### src/rtl/conware_pkg.sv
// Shared definitions for the Game-of-Life generation sequencer:
// state encoding and board-size helper.
package conware_pkg;

  typedef logic [1:0] state_t;

  localparam state_t ST_IDLE    = 2'd0;
  localparam state_t ST_DISPLAY = 2'd1;
  localparam state_t ST_ISSUE   = 2'd2;
  localparam state_t ST_COLLECT = 2'd3;

  // Number of cells on a board of the given geometry.
  function automatic int cells(input int width, input int height);
    return width * height;
  endfunction

endpackage

### src/rtl/conware_sequencer.sv
// Generation controller: holds the current board, accepts a seed, hands the
// board to the next-generation engine, collects the result and offers every
// new board to the pixel converter. Handshake outputs are decoded from the
// state register alone so no input valid/ready reaches an output.
module conware_sequencer
  import conware_pkg::*;
#(
  parameter int WIDTH     = 4,
  parameter int HEIGHT    = 4,
  parameter int GEN_WIDTH = 32
) (
  input  logic                      clk,
  input  logic                      rstn,
  input  logic [WIDTH*HEIGHT-1:0]   seed_data,
  input  logic                      seed_valid,
  output logic                      seed_ready,
  input  logic                      run,
  input  logic                      step,
  input  logic [GEN_WIDTH-1:0]      max_gen,
  output logic [WIDTH*HEIGHT-1:0]   eng_data,
  output logic                      eng_valid,
  input  logic                      eng_ready,
  input  logic [WIDTH*HEIGHT-1:0]   res_data,
  input  logic                      res_valid,
  output logic                      res_ready,
  output logic [WIDTH*HEIGHT-1:0]   out_data,
  output logic                      out_valid,
  input  logic                      out_ready,
  output logic [GEN_WIDTH-1:0]      generation,
  output logic                      busy,
  output logic                      done
);

  localparam int CELLS = cells(WIDTH, HEIGHT);

  localparam logic [GEN_WIDTH-1:0] GEN_ZERO = {GEN_WIDTH{1'b0}};
  localparam logic [GEN_WIDTH-1:0] GEN_ONE  = {{(GEN_WIDTH-1){1'b0}}, 1'b1};
  localparam logic [GEN_WIDTH-1:0] GEN_MAX  = {GEN_WIDTH{1'b1}};

  state_t               state;
  logic [CELLS-1:0]     board;
  logic [GEN_WIDTH-1:0] gen_count;
  logic                 step_pending;
  logic                 loaded;
  logic                 limit_hit;
  logic                 issue_go;
  logic                 seed_take;

  // The limit is live: re-evaluated every cycle against the current max_gen.
  assign limit_hit = (max_gen != GEN_ZERO) && (gen_count == max_gen);
  assign seed_take = (state == ST_IDLE) && seed_valid;
  assign issue_go  = loaded && !limit_hit && (run || step_pending);

  // Main control FSM with board and generation counter updates.
  always_ff @(posedge clk) begin
    if (!rstn) begin
      state     <= ST_IDLE;
      board     <= {CELLS{1'b0}};
      gen_count <= GEN_ZERO;
      loaded    <= 1'b0;
    end else begin
      case (state)
        ST_IDLE: begin
          if (seed_valid) begin
            board     <= seed_data;
            gen_count <= GEN_ZERO;
            loaded    <= 1'b1;
            state     <= ST_DISPLAY;
          end else if (issue_go) begin
            state <= ST_ISSUE;
          end else begin
            state <= ST_IDLE;
          end
        end
        ST_DISPLAY: begin
          if (out_ready) begin
            state <= ST_IDLE;
          end else begin
            state <= ST_DISPLAY;
          end
        end
        ST_ISSUE: begin
          if (eng_ready) begin
            state <= ST_COLLECT;
          end else begin
            state <= ST_ISSUE;
          end
        end
        ST_COLLECT: begin
          if (res_valid) begin
            board <= res_data;
            if (gen_count != GEN_MAX) begin
              gen_count <= gen_count + GEN_ONE;
            end else begin
              gen_count <= gen_count;
            end
            state <= ST_DISPLAY;
          end else begin
            state <= ST_COLLECT;
          end
        end
        default: begin
          state <= ST_IDLE;
        end
      endcase
    end
  end

  // Single-step request latch: pulses merge until the next issue consumes them;
  // a seed or an issue clears it and takes precedence over a same-cycle pulse.
  always_ff @(posedge clk) begin
    if (!rstn) begin
      step_pending <= 1'b0;
    end else if (seed_take) begin
      step_pending <= 1'b0;
    end else if ((state == ST_IDLE) && issue_go) begin
      step_pending <= 1'b0;
    end else if (step && loaded && !limit_hit) begin
      step_pending <= 1'b1;
    end else begin
      step_pending <= step_pending;
    end
  end

  assign seed_ready = (state == ST_IDLE);
  assign out_valid  = (state == ST_DISPLAY);
  assign eng_valid  = (state == ST_ISSUE);
  assign res_ready  = (state == ST_COLLECT);
  assign busy       = (state != ST_IDLE);
  assign out_data   = board;
  assign eng_data   = board;
  assign generation = gen_count;
  assign done       = limit_hit;

endmodule

### config.mk
export PLATFORM = sky130hd
export DESIGN_NAME = conware_sequencer
export DESIGN_NICKNAME = d
export VERILOG_FILES = /design/src/rtl/conware_pkg.sv /design/src/rtl/conware_sequencer.sv
export SDC_FILE = /design/constraint.sdc
export NUM_CORES = 1
export LEC_CHECK = 0
export CAP_MARGIN = 40
export CORE_ASPECT_RATIO = 0.7
export CORE_MARGIN = 2
export CORE_UTILIZATION = 45
export DETAILED_ROUTE_END_ITERATION = 7
export PLACE_DENSITY = 0.95
export SLEW_MARGIN = 30
export SYNTH_ARGS = -nofsm -noshare
export SYNTH_HDL_FRONTEND = slang
export SYNTH_SLANG_ARGS = --single-unit
export TNS_END_PERCENT = 10
### constraint.sdc
create_clock -name clk -period 5.15 [get_ports clk]
set_clock_uncertainty 0.2 [all_clocks]
set_input_delay 1.545 -clock clk [delete_from_list [all_inputs] [get_ports clk]]
set_output_delay 1.545 -clock clk [all_outputs]
set_load 0.05 [all_outputs]
==> results.sh <==
export IMPL_outcome="finished clean"
export IMPL_grt_pass1_wl_mm=16.00
export IMPL_pwr_density_cell_nw_per_um2=210.6
export IMPL_antenna_found_initial=0
export IMPL_startpoint_type="primary input"
export IMPL_cp_max_fo=2
export IMPL_wire_per_inst_um=17.16
export IMPL_drtIter0Drc=263
export IMPL_crit_path_max_incr_delay_ns=0.47
export IMPL_holdWs_ns=0.3198
export IMPL_clockBufferDepth=2
export IMPL_drive_gt1_share_pct=3.414
export IMPL_antenna_cells=0
export IMPL_drc=0
export IMPL_syn_inst=379
export IMPL_maxCapViolations=0
export IMPL_root_buffer="clkbuf_8"
export IMPL_hold_path_class="reg -> reg"
export IMPL_synth_flop_cell="dfxtp_1"
export IMPL_drt_total_wl_mm=10.16
export IMPL_synth_top_area_share_pct=33.90
export IMPL_crit_chain="clkdlybuf4s50_1, xor2_1, nor4_1, nand4_1, nor3_2, buf_12"
export IMPL_hpwl_mm=7.852
export IMPL_ys_seq_area_share_pct=33.90
export IMPL_cts_tree="yes"
export IMPL_min_delay_start="step_pending"
export IMPL_r2r_setup_slack_ns=2.17
export IMPL_place_ws_ns=0.1519
export IMPL_mappedNetlistArea_um2=3070
export IMPL_io_pins=142
export IMPL_slew_headroom_pct=55.74
export IMPL_final_cell_mix="clkdlybuf4s50_1 (140), dfxtp_1 (52), nand2_1 (50), xor2_1 (49), nand3_1 (34)"
export IMPL_numCtsBuffers=5
export IMPL_io_buffer_count=141
export IMPL_critPathKind="in -> out"
export IMPL_min_period_ns=4.984
export IMPL_fp_row_count=25
export IMPL_worstSetupEndpointType="primary output"
export IMPL_synth_edf_count=0
export IMPL_die_h_um=73.11
export IMPL_ys_warn_count=0
export IMPL_worstPathRequired_ns=3.41
export IMPL_grt_pass1_vias=3262
export IMPL_synthArstFlopShare_pct=0
export IMPL_syn_avg_cell_area_um2=8.101
export IMPL_start_util_pct=46.08
export IMPL_worst_r2r_cell_count=7
export IMPL_grt_max_degree=36
export IMPL_total_power_mw=0.9541
export IMPL_vias_per_cell=5.611
export IMPL_syn_to_final_growth_pct=47.56
export IMPL_dr_pass1_iters=4
export IMPL_final_antenna_net_count=0
export IMPL_timing_fmax_mhz=200.7
export IMPL_path_clk_slew_ns=0.09
export IMPL_ys_seq_elements=52
export IMPL_synthDistinctLibCells=44
export IMPL_cp_slowest_cell="clkdlybuf4s50_1"
export IMPL_layout_commonest_cell="clkdlybuf4s50_1"
export IMPL_yosys_area_top_type="dfxtp_1"
export IMPL_setup_slack_ns=0.1663
export IMPL_clock_latency_ns=0.30
export IMPL_chipWidth_um=102.7
export IMPL_nNetsFinal=570
export IMPL_r2r_end="generation[11]"
export IMPL_ir_worst_vdd_mv=0.2010
export IMPL_finalMaxSlewViolations=0
export IMPL_finalHoldViolCount=0
export IMPL_synth_nets=452
export IMPL_reg2reg_from="generation[0]"
export IMPL_core_area_um2=6663
export IMPL_setup_tns_final_ns=0
export IMPL_hold_end="step_pending"
export IMPL_gp_congestion=0.9258
export IMPL_grt_usage_pct=27.18
export IMPL_worstHoldPathCells=2
export IMPL_arrival_ns=3.24
export IMPL_tightest_slew_ns=0.6589
export IMPL_overflow=0
export IMPL_die_area_um2=7511
export IMPL_setup_viol=0
export IMPL_p_leak_nw=1.755
export IMPL_cts_sinks=52
export IMPL_htreeDepth=2
export IMPL_vias=3322
export IMPL_period_share_pct=96.77
export IMPL_rsz0062_at_grt="no"
export IMPL_synth_area_leaders="dfxtp_1 (34%), xor2_1 (14%), nand2_1 (6.1%), nand3_1 (5.5%), o211a_1 (5.2%)"
## worst max-delay path by stage
stage                     start  endpoint  slack, ns  cells after the start
floorplan           max_gen[29]      done       0.09                      4
global placement    max_gen[15]      done       0.17                      6
detailed placement  max_gen[29]      done       0.15                      6
CTS                 max_gen[29]      done       0.12                      6
global route        max_gen[15]      done       0.09                      6
finish              max_gen[30]      done       0.17                      6
## synth_stat cells, drive strengths merged, types with 4 or more instances
cell type   n
dfxtp      52
o21ai       7
o211a      16
nor2       30
clkbuf     14
nand3      34
a21oi      10
xnor2       4
xor2       49
nor3       11
nand4      16
nor4       18
buf        20
o211ai      4
nand2      50
or3         9
and3        4
nor2b       4
## kinds of logic after synthesis
| kind of cell | count (synthesis) | synth area share, % |
|---|---|---|
| AOI/OAI and AO/OA | 47 | 12.27 |
| xor gates and xnor gates | 53 | 15.12 |
| adders and majority gates | 1 | 0.4074 |
| buffers and inverters | 37 | 6.846 |
| DFF | 52 | 33.90 |
| and+or+nand+nor | 189 | 31.46 |
## metrics by stage
stage | instances | util, % | instance area, µm²
2_1_floorplan | 379 | - | 3070
5_1_grt | 592 | 68.00 | 4531
6_report | 592 | 68.00 | 4531
3_3_place_gp | 584 | 66.65 | 4441
3_5_place_dp | 584 | 66.65 | 4441
4_1_cts | 592 | 67.92 | 4526
## final cells by class
| type | count | area (µm²) |
|---|---|---|
| flip-flops and latches | 52 | 1041 |
| clock buffers | 7 | 76.32 |
| well taps | 94 | 117.6 |
| inverters | 3 | 11.26 |
| clock inverters | 1 | 8.758 |
| repair buffers | 145 | 1451 |
| fillers | 550 | 2132 |
| multi-input cells | 290 | 1824 |
## critical path, delay by kind of cell
kind,cells,cell delay [ns]
xor+xnor,1,0.19
buf+inv,2,0.65
simple gates,3,0.85
## registers in the layout (all words and copies together), names as in the netlist
signal and count:
eng_data 16, loaded 1, step_pending 1, state 2, generation 32
## power by group
group          total, mW  switching [mW]  internal [mW]
registers          0.434          0.0160          0.418
logic              0.290           0.169          0.121
clock network      0.230           0.133         0.0975
## layer usage
| metal | share of wire, % | track usage [%] | up-vias |
|---|---|---|---|
| li1 | - | - | 1565 |
| met1 | 42 | 34.04 | 1575 |
| met2 | 48 | 45.97 | 160 |
| met4 | 1.7 | 7.310 | 0 |
| met3 | 8.1 | 7.950 | 22 |
| met5 | 0 | 0 | - |
## timing repair
item,CTS,global route
endpoints found under the setup margin,0,1
hold buffers,0,0
setup buffers,0,0
resized for setup,0,1
Power figures use the tool's default switching activity.
